File: config.mk
export PLATFORM = sky130hd
export DESIGN_NAME = stopwatch_counter
export DESIGN_NICKNAME = d
export VERILOG_FILES = /design/src/rtl/stopwatch_counter.sv
export SDC_FILE = /design/constraint.sdc
export NUM_CORES = 1
export LEC_CHECK = 0
export ABC_AREA = 1
export CAP_MARGIN = 20
export CORE_ASPECT_RATIO = 1.5
export CORE_MARGIN = 3
export CORE_UTILIZATION = 26
export CTS_BUF_LIST = sky130_fd_sc_hd__clkbuf_4 sky130_fd_sc_hd__clkbuf_8
export CTS_CLUSTER_DIAMETER = 100
export DETAILED_ROUTE_END_ITERATION = 8
export GPL_TIMING_DRIVEN = 0
export PLACE_DENSITY = 0.48
export SETUP_SLACK_MARGIN = 0.2
export SYNTH_ARGS = -nofsm -noshare
export SYNTH_HDL_FRONTEND = slang
export SYNTH_SLANG_ARGS = --single-unit
File: constraint.sdc
create_clock -name clk -period 1.3 [get_ports clk]
set_input_delay 0.195 -clock clk [delete_from_list [all_inputs] [get_ports clk]]
set_output_delay 0.195 -clock clk [all_outputs]
set_load 0.02 [all_outputs]
File: src/rtl/stopwatch_counter.sv
// MM:SS BCD stopwatch clocked by clk, advanced by rising edges of clk_usr.
// clk_usr is sampled as asynchronous data and turned into a 1-cycle tick.
module stopwatch_counter #(
    parameter int SYNC_STAGES = 2,
    parameter int MAX_MIN     = 59
) (
    input  logic       clk,
    input  logic       rst,
    input  logic       clk_usr,
    input  logic       start,
    input  logic       stop,
    input  logic       clear,
    output logic [3:0] sec_lo,
    output logic [3:0] sec_hi,
    output logic [3:0] min_lo,
    output logic [3:0] min_hi,
    output logic       running,
    output logic       tick,
    output logic       wrap
);

    localparam logic [3:0] MAX_HI = 4'(MAX_MIN / 10);
    localparam logic [3:0] MAX_LO = 4'(MAX_MIN % 10);

    typedef enum logic [1:0] {
        IDLE  = 2'd0,
        RUN   = 2'd1,
        PAUSE = 2'd2
    } state_t;

    logic [SYNC_STAGES-1:0] sync_q;
    logic                   prev_q;
    logic                   tick_q;
    state_t                 state_q, state_d;
    logic [3:0]             sec_lo_q, sec_lo_d;
    logic [3:0]             sec_hi_q, sec_hi_d;
    logic [3:0]             min_lo_q, min_lo_d;
    logic [3:0]             min_hi_q, min_hi_d;
    logic                   wrap_q, wrap_d;
    logic                   running_q;
    logic                   inc;
    logic                   at_max;

    always_comb begin
        state_d = state_q;
        if (clear) begin
            state_d = IDLE;
        end else if (stop && state_q == RUN) begin
            state_d = PAUSE;
        end else if (start && state_q != RUN) begin
            state_d = RUN;
        end
    end

    // Only ticks seen while already in RUN advance the count.
    assign inc    = tick_q && (state_q == RUN);
    assign at_max = (sec_lo_q == 4'd9) && (sec_hi_q == 4'd5) &&
                    (min_lo_q == MAX_LO) && (min_hi_q == MAX_HI);

    always_comb begin
        sec_lo_d = sec_lo_q;
        sec_hi_d = sec_hi_q;
        min_lo_d = min_lo_q;
        min_hi_d = min_hi_q;
        wrap_d   = 1'b0;
        if (clear) begin
            sec_lo_d = 4'd0;
            sec_hi_d = 4'd0;
            min_lo_d = 4'd0;
            min_hi_d = 4'd0;
        end else if (inc) begin
            if (at_max) begin
                sec_lo_d = 4'd0;
                sec_hi_d = 4'd0;
                min_lo_d = 4'd0;
                min_hi_d = 4'd0;
                wrap_d   = 1'b1;
            end else if (sec_lo_q != 4'd9) begin
                sec_lo_d = sec_lo_q + 4'd1;
            end else begin
                sec_lo_d = 4'd0;
                if (sec_hi_q != 4'd5) begin
                    sec_hi_d = sec_hi_q + 4'd1;
                end else begin
                    sec_hi_d = 4'd0;
                    if (min_lo_q != 4'd9) begin
                        min_lo_d = min_lo_q + 4'd1;
                    end else begin
                        min_lo_d = 4'd0;
                        min_hi_d = min_hi_q + 4'd1;
                    end
                end
            end
        end
    end

    always_ff @(posedge clk or negedge rst) begin
        if (!rst) begin
            sync_q    <= '0;
            prev_q    <= 1'b0;
            tick_q    <= 1'b0;
            state_q   <= IDLE;
            sec_lo_q  <= 4'd0;
            sec_hi_q  <= 4'd0;
            min_lo_q  <= 4'd0;
            min_hi_q  <= 4'd0;
            wrap_q    <= 1'b0;
            running_q <= 1'b0;
        end else begin
            sync_q    <= {sync_q[SYNC_STAGES-2:0], clk_usr};
            prev_q    <= sync_q[SYNC_STAGES-1];
            tick_q    <= sync_q[SYNC_STAGES-1] & ~prev_q;
            state_q   <= state_d;
            sec_lo_q  <= sec_lo_d;
            sec_hi_q  <= sec_hi_d;
            min_lo_q  <= min_lo_d;
            min_hi_q  <= min_hi_d;
            wrap_q    <= wrap_d;
            running_q <= (state_d == RUN);
        end
    end

    assign sec_lo  = sec_lo_q;
    assign sec_hi  = sec_hi_q;
    assign min_lo  = min_lo_q;
    assign min_hi  = min_hi_q;
    assign running = running_q;
    assign tick    = tick_q;
    assign wrap    = wrap_q;

endmodule

==> metrics.md <==
| Metric | Value |
|---|---|
| Status | `finished with violations` |
| Failing checks | `negative setup slack` |
| Internal Power | `0.00154 W` |
| Clock latency on the worst-skew pair | `0.27 ns` |
| Via count | `1119` |
| Avg WL per Cell | `11.5 um` |
| Part of the power in registers | `40.8%` |
| Final Critical Period | `1.31 ns` |
| First-pass GRT wire length | `4970 um` |
| I/O pins | `25` |
| CP Capture Type | `register` |
| Util after Layout | `43.5%` |
| DRC | `0` |
| Register clock-pin slew on the reported worst setup and hold paths | `0.09 ns` |
| Fill cells | `494` |
| Synth Area per Inst | `9.51 um^2` |
| Number of detailed-route iterations in the first pass | `4` |
| Die area | `0.00588 mm^2` |
| Async S/R FF share, synth | `100%` |
| Critical Path Source | `sec_lo[0]$_DFFE_PN0P_` |
| Area occupied by multi-input gates | `727 um^2` |
| Routability Congestion | `0.758` |
| Synthesis-to-finish area growth | `56.5%` |
| Clk pwr share | `30.8%` |
| CP Data Arrival Time | `1.51 ns` |
| Vias in the first global route | `1118` |
| Number of synthesized register bits | `24` |
| DP Wirelength | `1990 um` |
| CTS tree | `built` |
| Total routed wirelength | `2920 um` |
| Clock Tree Root | `clkbuf_8` |
| Syn nets | `150` |
| Cells after synthesis | `136` |
| Clock sink total | `24` |
| Top cell type's share of synthesized area | `46.4%` |
| Port bufs | `24` |
| CP max FO | `3` |
| NetSw | `0.000650 W` |
| Switching share of total power | `29.7%` |
| Cell taking the most area after synthesis | `dfrtp_1` |
| Final Setup Violations | `2` |
| Final Max Tran Viols | `0` |
| P_leak | `0.969 nW` |
| Post-synth cell types | `27` |
| Commonest cells in the synthesized netlist | `dfrtp_1, nand2_1, inv_1, nand3_1` |
| Slowest CP cell | `dfrtp_2` |
| Slew headroom | `69.5%` |
| Share of layout cells above drive strength 1 | `56.8%` |
| Synth top area cells | `dfrtp_1, ha_1, nand2_1` |
| Worst hold path class | `in2reg` |
| Worst reg2reg endpoint | `sec_lo[3]$_DFFE_PN0P_` |
| Die span in x | `63.6 um` |
| Maximum clock rate | `0.766 GHz` |
| Via-to-Cell Ratio | `4.41` |
| Row count | `30` |
| Tcrit/Tclk final | `100%` |
| Sequential fraction of the synthesis area | `46.4%` |
| Critical Path RT | `1.51 ns` |
| Syn. warnings | `0` |
| Number of synthesized flops with an enable pin | `0` |
| Final hold violation count | `0` |
| FF-to-FF setup slack | `-0.006 ns` |
| Net count, final | `205` |
| Reg area | `614 um^2` |
| Grt total ovfl | `0` |
| Final Non-Filler Cells | `254` |
| TritonCTS buffer count | `3` |
| Top FF cell, synth | `dfrtp_1` |
| H-tree depth | `1` |
| Max Buffers Root-to-Sink | `2` |
| End of the critical path | `sec_lo[3]$_DFFE_PN0P_` |
| Crit-path cells | `ha_4 -> nand3_4 -> nand2_4 -> buf_4 -> or2_4 -> o21ai_2` |
| Most common cell in the netlist | `dfrtp_1` |
| Largest net degree at the start of global routing | `18` |
| Antenna diodes | `0` |
| Post-route setup slack | `-0.00562 ns` |
| Initial Utilization | `27.8%` |
| Synthesized area | `0.00129 mm^2` |
| Critical path's largest stage delay | `0.44 ns` |
| Iteration-0 DRC Markers | `56` |
| Max cap viols | `0` |
| Kind of critical path | `reg2reg` |
| Reg2reg start | `sec_lo[0]$_DFFE_PN0P_` |
| Total GRT Usage | `10.4%` |
| Worst-margin pin slew | `0.457 ns` |
| Setup Skew | `0.00386 ns` |
| Core area | `0.00465 mm^2` |
| Peak supply drop | `0.000491 V` |
| Placed cells | `225` |
| Pwr Density | `1080 mW/mm^2` |
| Part of the power in combinational logic | `28.4%` |
| Die Span Y | `92.4 um` |
| Initial antenna violation count | `0` |
| Routed Antenna Nets | `0` |
| RSZ-0062 raised after global routing | `true` |
| FF-to-FF path depth | `6` |
| Startpoint class of the critical path | `register` |
==> layout by cell type, fill, tap and decap left out, types with 2 or more instances in the layout <==
master            n
nand3_2           2
nand2_8           2
nand2_4           6
nand3_1          11
nand2_1          15
nor2_1            6
ha_4              3
inv_4             2
nand2_2           7
o21ai_1           4
clkdlybuf4s50_1   4
nand3_4           2
nand4_1           3
nor2_2            2
dfrtp_2          11
buf_6            12
clkbuf_8          3
buf_4            22
ha_1              5
o22ai_2           2
o21ai_0           3
xor2_1            5
inv_2             8
inv_1            10
dfrtp_1          13
buf_2            10
o21ai_2           5
==> worst min-delay path by stage <==
stage | from | to | slack [ns] | depth (start not counted)
2_1_floorplan | rst | min_hi[0]$_DFFE_PN0P_ | -0.10 | 0
3_3_place_gp | sync_q[0]$_DFF_PN0_ | sync_q[1]$_DFF_PN0_ | 0.34 | 0
3_5_place_dp | sync_q[0]$_DFF_PN0_ | sync_q[1]$_DFF_PN0_ | 0.35 | 0
4_1_cts | rst | running$_DFF_PN0_ | 0.25 | 1
5_1_grt | clear | wrap$_DFF_PN0_ | 0.21 | 2
6_report | clear | state_q[1]$_DFF_PN0_ | 0.19 | 2
==> per-stage QoR <==
step                      cell area, um^2  total power [W]  hold WS [ns]   TNS [ns]  setup slack (ns)
final                                2020          0.00219         0.186   -0.00661          -0.00562
after global routing                 2020          0.00231         0.209     -0.745           -0.0793
after CTS                            1870          0.00211         0.248          0           0.00645
after detailed placement             1690          0.00140         0.351      -2.24            -0.208
after global placement               1670          0.00137         0.338      -9.62            -0.382
after floorplan                      1350          0.00119        -0.101  -0.000795         -0.000795
==> layer usage <==
layer / vias to the layer above / wire length [um] / GRT usage [%]
met5: - / 0 / 0
met3: 5 / 90 / 1.82
met1: 543 / 1220 / 11.8
met2: 21 / 1560 / 19.0
met4: 0 / 44 / 4.14
li1: 550 / - / -
==> cell families after synthesis <==
logic type                 synth area share [%]
and+or+nand+nor                            26.9
buffers and inverters                      7.74
muxes                                     0.774
adders and majority gates                  7.74
DFF                                        46.4
xor gates and xnor gates                   3.38
AOI/OAI and AO/OA                          7.06
==> area by class of cell <==
cell class	count	share of cell area [%]
Buffer	1	0.556
Clock buffer	3	2.04
Clock inverter	1	1.48
Inverter	21	4.76
Multi-Input combinational cell	90	35.9
Sequential cell	24	30.3
Tap cell	64	3.96
Timing Repair Buffer	50	21.0
==> worst max-delay path: cells and delay by family, from the launching register on <==
| family | cells | cell delay, ns |
|---|---|---|
| flops | 1 | 0.44 |
| fa+ha+maj | 1 | 0.17 |
| simple gates | 3 | 0.39 |
| compound gates | 1 | 0.11 |
| buf+inv | 1 | 0.13 |
==> flip-flops by register name (all words and copies together), names as in the netlist <==
| register | count |
|---|---|
| min_hi | 4 |
| min_lo | 4 |
| prev_q | 1 |
| running | 1 |
| sec_hi | 4 |
| sec_lo | 4 |
| state_q | 2 |
| sync_q | 2 |
| tick | 1 |
| wrap | 1 |
==> what timing repair did <==
item	4_1_cts	5_1_grt
resized for setup	83	43
buffers inserted	15	10
hold buffers	0	0
setup endpoints to repair	36	32
pin swaps	5	0
hold endpoints to repair	0	0
==> power groups by stage <==
stage,clock [W],sequential (W),combinational (W)
final,0.000674,0.000895,0.000622
after global routing,0.000729,0.000908,0.000672
after CTS,0.000695,0.000898,0.000517
after detailed placement,0,0.000925,0.000474
after global placement,0,0.000918,0.000454
after floorplan,0,0.000976,0.000212
(Power assumes the default switching activity.)
